===== config.mk =====
export PLATFORM = sky130hd
export DESIGN_NAME = score_glyph_plotter
export DESIGN_NICKNAME = d
export VERILOG_FILES = /design/src/rtl/snake_display_pkg.sv /design/src/rtl/glyph_pixel_counter.sv /design/src/rtl/score_glyph_plotter.sv
export SDC_FILE = /design/constraint.sdc
export NUM_CORES = 1
export LEC_CHECK = 0
export CORE_UTILIZATION = 40
export DETAILED_ROUTE_END_ITERATION = 10
export HOLD_SLACK_MARGIN = 0.05
export SKIP_CTS_REPAIR_TIMING = 1
export SLEW_MARGIN = 20
export SYNTH_ARGS = -nofsm -noshare
export SYNTH_HDL_FRONTEND = slang
export SYNTH_SLANG_ARGS = --single-unit

===== constraint.sdc =====
create_clock -name clk -period 4.2 [get_ports clk]
set_input_delay 0.84 -clock clk [delete_from_list [all_inputs] [get_ports clk]]
set_output_delay 0.84 -clock clk [all_outputs]
set_load 0.01 [all_outputs]

===== src/rtl/snake_display_pkg.sv =====
// Shared glyph geometry, FSM state encoding and glyph bit lookup for the score display.
// Latency: none (types, constants and a combinational helper only).
// Backpressure: not applicable.
package snake_display_pkg;

   localparam int GLYPH_W    = 6;
   localparam int GLYPH_H    = 5;
   localparam int NUM_DIGITS = 3;
   localparam int GLYPH_BITS = 30;

   // Bit pattern of the "0" glyph, used to detect leading zeros.
   localparam logic [GLYPH_BITS-1:0] GLYPH_ZERO = 30'h0C5A64CC;

   typedef enum logic [1:0] {
      IDLE,
      PLOT,
      DONE
   } state_t;

   // Digit d occupies a 30-bit slice; row r is six bits inside it; column c is bit c of the row.
   function automatic logic glyph_bit(
      input logic [GLYPH_BITS*NUM_DIGITS-1:0] glyphs,
      input logic [1:0]                       d,
      input logic [2:0]                       r,
      input logic [2:0]                       c
   );
      logic [6:0] idx;
      idx = ({5'd0, d} * 7'd30) + ({4'd0, r} * 7'd6) + {4'd0, c};
      return glyphs[idx];
   endfunction

endpackage


===== src/rtl/glyph_pixel_counter.sv =====
// Walks every glyph cell: column fastest, then row, then digit; flags the final cell.
// Latency: count updates one clock after clear/advance; last is combinational from the count.
// Backpressure: none; the count only moves when advance is asserted.
module glyph_pixel_counter (
   input  logic       clk,
   input  logic       reset,
   input  logic       clear,
   input  logic       advance,
   output logic [1:0] d,
   output logic [2:0] r,
   output logic [2:0] c,
   output logic       last
);

   assign last = (d == 2'd2) && (r == 3'd4) && (c == 3'd5);

   // Nested column/row/digit counters; clear has priority over advance.
   always_ff @(posedge clk or posedge reset) begin
      if (reset) begin
         d <= '0;
         r <= '0;
         c <= '0;
      end else if (clear) begin
         d <= '0;
         r <= '0;
         c <= '0;
      end else if (advance) begin
         if (c == 3'd5) begin
            c <= '0;
            if (r == 3'd4) begin
               r <= '0;
               d <= (d == 2'd2) ? 2'd0 : d + 2'd1;
            end else begin
               r <= r + 3'd1;
            end
         end else begin
            c <= c + 3'd1;
         end
      end
   end

endmodule


===== src/rtl/score_glyph_plotter.sv =====
// Draws the latched three-digit score glyphs into the frame buffer, one pixel per clock, erasing with BG.
// Latency: start at edge T -> plots T+1..T+90, done pulse at T+91; optional SCORE_LEADING_ZERO_BLANK_EN blanks leading zeros.
// Backpressure: none; start is ignored while busy, the frame buffer must accept a write every cycle.
module score_glyph_plotter
   import snake_display_pkg::*;
#(
   parameter logic [7:0] X_ORIGIN    = 8'd4,
   parameter logic [6:0] Y_ORIGIN    = 7'd2,
   parameter logic [3:0] DIGIT_PITCH = 4'd6,
   parameter logic [2:0] FG_COLOUR   = 3'b111,
   parameter logic [2:0] BG_COLOUR   = 3'b000
) (
   input  logic                               clk,
   input  logic                               reset,
   input  logic                               start,
   input  logic [GLYPH_BITS*NUM_DIGITS-1:0]   glyphs,
   output logic [7:0]                         x,
   output logic [6:0]                         y,
   output logic [2:0]                         colour,
   output logic                               plot,
   output logic                               busy,
   output logic                               done
);

   state_t                             state_q;
   state_t                             state_d;
   logic [GLYPH_BITS*NUM_DIGITS-1:0]   glyph_q;
   logic                               latch;
   logic                               cnt_clear;
   logic                               cnt_adv;
   logic                               plot_d;
   logic                               done_d;
   logic                               busy_d;
   logic [1:0]                         cnt_d;
   logic [2:0]                         cnt_r;
   logic [2:0]                         cnt_c;
   logic                               cnt_last;
   logic                               pix_on;
   logic [7:0]                         pix_x;
   logic [6:0]                         pix_y;

   glyph_pixel_counter u_counter (
      .clk     (clk),
      .reset   (reset),
      .clear   (cnt_clear),
      .advance (cnt_adv),
      .d       (cnt_d),
      .r       (cnt_r),
      .c       (cnt_c),
      .last    (cnt_last)
   );

   // FSM state register.
   always_ff @(posedge clk or posedge reset) begin
      if (reset) state_q <= IDLE;
      else       state_q <= state_d;
   end

   // Next state plus the next values of the registered control outputs.
   always_comb begin
      state_d   = state_q;
      latch     = 1'b0;
      cnt_clear = 1'b0;
      cnt_adv   = 1'b0;
      plot_d    = 1'b0;
      done_d    = 1'b0;
      busy_d    = 1'b0;
      case (state_q)
         IDLE: begin
            if (start) begin
               latch     = 1'b1;
               cnt_clear = 1'b1;
               busy_d    = 1'b1;
               state_d   = PLOT;
            end
         end
         PLOT: begin
            plot_d  = 1'b1;
            cnt_adv = 1'b1;
            busy_d  = 1'b1;
            if (cnt_last) state_d = DONE;
         end
         DONE: begin
            done_d  = 1'b1;
            state_d = IDLE;
         end
         default: state_d = IDLE;
      endcase
   end

   // Snapshot the glyph bus so later changes cannot disturb a redraw in progress.
   always_ff @(posedge clk or posedge reset) begin
      if (reset)      glyph_q <= '0;
      else if (latch) glyph_q <= glyphs;
   end

`ifdef SCORE_LEADING_ZERO_BLANK_EN
   logic [NUM_DIGITS-1:0] blank_q;

   // Leading-zero flags: tens only blanks behind a blank hundreds; ones always drawn.
   always_ff @(posedge clk or posedge reset) begin
      if (reset) begin
         blank_q <= '0;
      end else if (latch) begin
         blank_q[0] <= (glyphs[29:0] == GLYPH_ZERO);
         blank_q[1] <= (glyphs[29:0] == GLYPH_ZERO) && (glyphs[59:30] == GLYPH_ZERO);
         blank_q[2] <= 1'b0;
      end
   end

   assign pix_on = glyph_bit(glyph_q, cnt_d, cnt_r, cnt_c) && !blank_q[cnt_d];
`else
   assign pix_on = glyph_bit(glyph_q, cnt_d, cnt_r, cnt_c);
`endif

   assign pix_x = X_ORIGIN + ({6'd0, cnt_d} * {4'd0, DIGIT_PITCH}) + {5'd0, cnt_c};
   assign pix_y = Y_ORIGIN + {4'd0, cnt_r};

   // Registered pixel and handshake outputs; coordinates hold whenever no write is issued.
   always_ff @(posedge clk or posedge reset) begin
      if (reset) begin
         x      <= '0;
         y      <= '0;
         colour <= '0;
         plot   <= 1'b0;
         busy   <= 1'b0;
         done   <= 1'b0;
      end else begin
         plot <= plot_d;
         busy <= busy_d;
         done <= done_d;
         if (plot_d) begin
            x      <= pix_x;
            y      <= pix_y;
            colour <= pix_on ? FG_COLOUR : BG_COLOUR;
         end
      end
   end

   // Every write must land inside the 160x120 frame buffer.
   extent_chk: assert property (@(posedge clk) disable iff (reset)
      plot |-> ((x < 8'd160) && (y < 7'd120)));

endmodule


After elaboration in Yosys (flattened, before gate mapping)
Cells that the tools add are included.
Storage, ports and cells
  flip-flop bits (word level): 121
  input port bits: 93
  memories: 0
  latch bits: 0
  output and inout port bits: 21
  RAM bits: 0
  logic and storage cells: 62
  memory bits (read-only): 0
Cells by class
  $mul: 3
  order comparisons: 1
  add/subtract/negate cells: 8
  mux-type cells: 23
  equality and inequality tests: 7
  div/mod/pow operators: 0
  shift-type cells: 0
  reduce and logical (&&, ||, !) cells: 9
  bitwise logic cells: 0
Operators by type and width (count)
  3-bit two-way mux: 8
  2-bit two-way mux: 7
  7-bit by 8-bit less-than comparator with 1-bit output (second input constant): 1
  6-bit by 3-bit adder with 7-bit output: 1
  7-bit by 3-bit adder with 7-bit output: 1
  7-bit by 6-bit adder with 7-bit output: 1
  1-bit binary-select mux with 7-bit select: 1
  3-bit by 1-bit adder with 3-bit output (second input constant): 2
  3-bit by 5-bit adder with 6-bit output (first input constant): 1
  3-bit == test (second input constant): 2
  2-bit by 4-bit multiplier with 6-bit output (second input constant): 1
  2-bit nonzero test: 3
  3-bit by 2-bit multiplier with 5-bit output (second input constant): 1
  1-bit two-way mux: 5
  2-bit by 3-bit adder with 4-bit output (first input constant): 1
  2-bit == test (second input constant): 2
  2-bit by 2-bit multiplier with 4-bit output (second input constant): 1
  2-bit inequality test (second input constant): 2
  2-bit one-hot mux with 2 select lines: 1
  2-bit AND reduction: 2
  3-bit AND reduction: 1
  2-bit by 1-bit adder with 2-bit output (second input constant): 1
  2-bit by 1-bit == test with 1-bit output (second input constant): 1
  1-bit logical AND: 2
  2 further kinds: 2

Logic depth before layout (Yosys ltp)
  word-level depth: 6
  gate-level depth with buffers: 14
  gate-level depth less buffers: 14

By module
From an unflattened synthesis, not the netlist that was laid out.
Second synthesis, totals
  cell total of the unflattened synthesis: 430
  area, all modules: 5750.5 um^2
By module, submodules not included
  score_glyph_plotter: sequential area each 2652.5 um^2, times used 1, cells each 386, area an instance 5312.6 um^2
  glyph_pixel_counter: sequential area each 200.2 um^2, times used 1, cells each 44, area an instance 437.9 um^2

Worst setup path before layout
No wires, ideal clock.
  path type: flip-flop to flip-flop
  start point: reg u_counter.d[0]
  end point: reg colour[1]
  setup slack: 0.917 ns
  period minus slack after synthesis: 3.283 ns
  library setup time: 0.130 ns
  stages on the path, launching flop included: 13
  buffers on the path: 2
  required time: 4.070 ns
  arrival time: 3.153 ns
  path through: dfrtp_1 -> inv_1 -> ha_1 -> inv_1 -> fa_1 -> inv_1 -> ha_1 -> clkbuf_2 -> clkbuf_1 -> mux4_2 -> mux4_2 -> o21ai_0 -> a31oi_1
Between the ends
  cells in the longest elaborated chain, start to end: 6
RTL lines
  start: declaration: RTL line glyph_pixel_counter.sv:9  | output logic [1:0] d,
  start signal: assignment: RTL line glyph_pixel_counter.sv:32  | d <= (d == 2'd2) ? 2'd0 : d + 2'd1;
  2-bit by 4-bit multiplier with 6-bit output: RTL line snake_display_pkg.sv:28  | idx = ({5'd0, d} * 7'd30) + ({4'd0, r} * 7'd6) + {4'd0, c};
  7-bit by 6-bit adder with 7-bit output: RTL line snake_display_pkg.sv:28
  7-bit by 3-bit adder with 7-bit output: RTL line snake_display_pkg.sv:28
  1-bit binary-select mux with 7-bit select: RTL line snake_display_pkg.sv:29  | return glyphs[idx];
  1-bit two-way mux (implied by the code): RTL line snake_display_pkg.sv:29
  3-bit two-way mux: RTL line score_glyph_plotter.sv:135  | colour <= pix_on ? FG_COLOUR : BG_COLOUR;
  end signal: assignment: RTL line score_glyph_plotter.sv:135
  end: declaration: RTL line score_glyph_plotter.sv:19  | output logic [2:0] colour,
No other way between the ends. The select of a mux whose other input is x is not followed.
A chain may end at the register's enable or synchronous reset.

Worst setup path in the final report
Ends and elaborated chain as after synthesis.

==> flow_summary.yaml <==
global_routing:
  grt_util_all_layers_pct: 17.8
  antenna_found_initial: 0
  number_of_global_route_vias_before_repair: 3830
  grt-ovfl-total: 0
  grt_pass1_wl_um: 19500
  grt_start_max_net_pins: 68
yosys:
  synth_seq_area_share_pct: 50.6
  yosys.cell_types.count: 37
  syn_inst: 413
  synth.mux.area_fraction_pct: 28.5
  synth_fa_ha_area_share_pct: 6.80
  synthesis.area_mm2: 0.00563
  synth_top_family_by_area: "multiplexers"
  compound_cell_area_share_of_the_yosys_netlist_pct: 4.20
  synth-xor-area-share_pct: 1.09
  yosys_warnings: 0
  postSynth.asyncResetShare_pct: 100
  postSynthRegisterBits: 114
  synth_area_per_cell_um2: 13.6
  synth_simple_gate_area_share_pct: 4.60
  synth_enable_flop_cells: 0
  synthFlopType: "dfrtp_1"
power_and_ir_drop:
  sequentialPowerShare_pct: 27.8
  swShare_pct: 33.3
  vdd_ir_drop_max_mv: 0.334
  clkPwrFrac_pct: 29.0
  p_leak_nw: 3.22
  cell_internal_pwr_w: 0.00340
  power_frac_comb_pct: 43.2
  power_per_cell_area_mw_per_mm2: 682
  switchingPower_w: 0.00170
  design_power_total_w: 0.00510
timing:
  slew_violations: 0
  unrepaired_setup_endpoints_after_global_routing: "no"
  report.final.setup_viol: 0
  clock_skew_ns: 0.00506
  timing_worst_slew_pin_value_ns: 0.845
  finalHoldViolCount: 0
  max_freq_mhz: 276
  maxSlewHeadroom_pct: 43.7
  finalSetupTns_ns: 0
  min_period_ns: 3.62
  final_min_period_over_clock_period_pct: 86.1
route:
  drtPass1Iterations: 4
  detail-route-antenna-nets: 0
  count_of_vias_placed_by_the_detailed_router: 3562
  wl_per_cell_um: 16.3
  wirelength_um: 11700
  post_drt_via_cell_ratio: 4.97
  drt_first_iter_violations: 115
  drc: 0
floorplanning:
  boundaryPins: 114
  die_area_mm2: 0.0146
  floorplan.initialDensity_pct: 40.7
  core_region_area_mm2: 0.0138
  die-height_um: 121
  floorplan.die.width_um: 121
  core.rowCount: 43
place:
  place.port_buffers: 108
  gpl.final_weighted_congestion: 0.800
  hpwlAfterDp_um: 8440
clocking:
  cts_buffers: 17
  clockBufferDepth: 2
  worst_setup_hold_path_clk_slew_ns: 0.05
  clk_root_buffer_cell: "clkbuf_16"
  cts_htree_levels: 4
  tritoncts: "built"
  latest_clock_arrival_within_the_worst_skew_pair_ns: 0.41
  cts.sinks: 114
worst_setup_path:
  critical_path.endpoint_type: "flop"
  timing.critical_path.fanout_max: 14
  setup.worst_path.start_class: "flop"
  rr_startpoint: "u_counter.d[0]"
  critical_path.startpoint: "u_counter.d[0]"
  slack_of_the_worst_reg_to_reg_path_ns: 0.58
  critical_path_class: "reg -> reg"
  r2r-end: "colour[1]"
  critical_path_arrival_ns: 3.90
  worst_setup_endpoint: "colour[1]"
  timing.critical_path.required_ns: 4.48
  reg2reg_depth: 11
finish:
  antenna_cells: 0
  fraction_of_final_layout_cells_sized_beyond_drive_strength_1_pct: 28.0
  final_nets: 643
  syn_to_final_growth_pct: 32.8
status:
  run_status: "finished clean"
job:
  maxCapViolations: 0
min_path:
  hold_class: "reg -> reg"
## sequential cells by signal, summed over array words and instances, names as in the netlist
| register | count |
|---|---|
| x | 6 |
| u_counter.c | 3 |
| colour | 1 |
| state_q | 2 |
| busy | 1 |
| y | 4 |
| done | 1 |
| u_counter.r | 3 |
| glyph_q | 90 |
| plot | 1 |
| u_counter.d | 2 |
## cell type report
cell class / count / area [µm²]
timing repair buffer: 115 / 1150
inverter: 20 / 77.6
clock inverter: 11 / 160
clock buffer: 21 / 450
sequential: 114 / 2850
multi-input combinational: 255 / 2570
fill: 1165 / 6350
tap: 180 / 225
## Yosys cell counts (7+ instances only)
cell | instances | share of area [%]
clkbuf_1 | 9 | 0.60
buf_4 | 7 | 0.93
o21ai_0 | 14 | 1.2
mux2i_1 | 11 | 2.0
ha_1 | 21 | 4.7
dfrtp_1 | 114 | 51
mux4_2 | 18 | 7.2
inv_1 | 20 | 1.3
mux2_2 | 92 | 18
buf_2 | 9 | 0.80
nor2_1 | 13 | 0.87
a21oi_1 | 10 | 0.89
nand2_1 | 25 | 1.7
## kinds of logic (layout without fill, tap and decap cells)
logic type | Yosys count | in the layout
mux | 123 | 123
flops | 114 | 114
simple gates | 56 | 56
buf+inv | 48 | 167
compound gates | 37 | 37
fa+ha+maj | 27 | 27
xor+xnor | 7 | 7
other cells | 1 | 5
## worst max-delay path: stages, from the launching register on
cell and delay, ns:
dfrtp_1 0.47, inv_1 0.18, ha_1 0.31, inv_1 0.06, fa_1 0.48, inv_1 0.04
ha_1 0.56, buf_4 0.33, mux4_2 0.33, mux4_2 0.47, o21ai_0 0.15, a31oi_1 0.10
## worst min path at each step
| stage | end | cells after the start | slack (ns) | startpoint |
|---|---|---|---|---|
| after global routing | x[0] | 2 | 0.51 | x[0] |
| after detailed placement | x[1] | 2 | 0.46 | x[1] |
| final | x[5] | 2 | 0.48 | x[5] |
| after CTS | x[5] | 2 | 0.48 | x[5] |
| after floorplan | done | 1 | 0.45 | state_q[0] |
| after global placement | x[1] | 2 | 0.46 | x[1] |
## metrics by stage
stage | utilization [%] | std cells | worst slack [ns] | area, µm² | hold WS (ns)
after floorplan | - | 417 | 0.344 | 5650 | 0.448
after global placement | 49.7 | 684 | 0.691 | 6870 | 0.459
after detailed placement | 49.7 | 684 | 0.556 | 6870 | 0.463
after CTS | 54.1 | 716 | 0.508 | 7480 | 0.482
after global routing | 54.1 | 716 | 0.299 | 7480 | 0.506
final | 54.1 | 716 | 0.582 | 7480 | 0.476
## power groups by stage
stage                     clock network, W  registers (W)  logic, W
final                              0.00148        0.00142   0.00220
after global routing               0.00155        0.00145   0.00244
after CTS                          0.00150        0.00143   0.00225
after detailed placement                 0        0.00144   0.00223
after global placement                   0        0.00144   0.00219
after floorplan                          0        0.00140   0.00163
## routing by layer
layer | global-route usage [%] | share of wire [%] | wire (µm) | vias to the layer above
met2 | 27.8 | 48 | 5620 | 88
li1 | - | - | - | 1688
met4 | 6.87 | 0.91 | 106 | 0
met5 | 0 | 0 | 0 | -
met1 | 23.7 | 47 | 5420 | 1776
met3 | 4.72 | 4.3 | 505 | 10
## layout by cell type, fill, tap and decap left out, drive strengths merged
cell and n:
a2111o 1, nand4 2, dfrtp 114, a21oi 10, buf 7, nor3b 2
clkbuf 21, ha 21, mux2 92, nand2b 2, xor2 1, conb 5
nor3 1, a31oi 1, nor4b 1, a211oi 1, and3 3, a32o 1
inv 20, nor4 1, fa 6, nand2 25, clkdlybuf4s50 108, o41ai 2
clkinvlp 2, a21o 2, o21ai 14, xnor2 6, nor2 13, mux2i 11
mux4 20, clkinv 5, a2111oi 4, o21a 1, nor2b 6, bufinv 4
(Power assumes the default switching activity.)
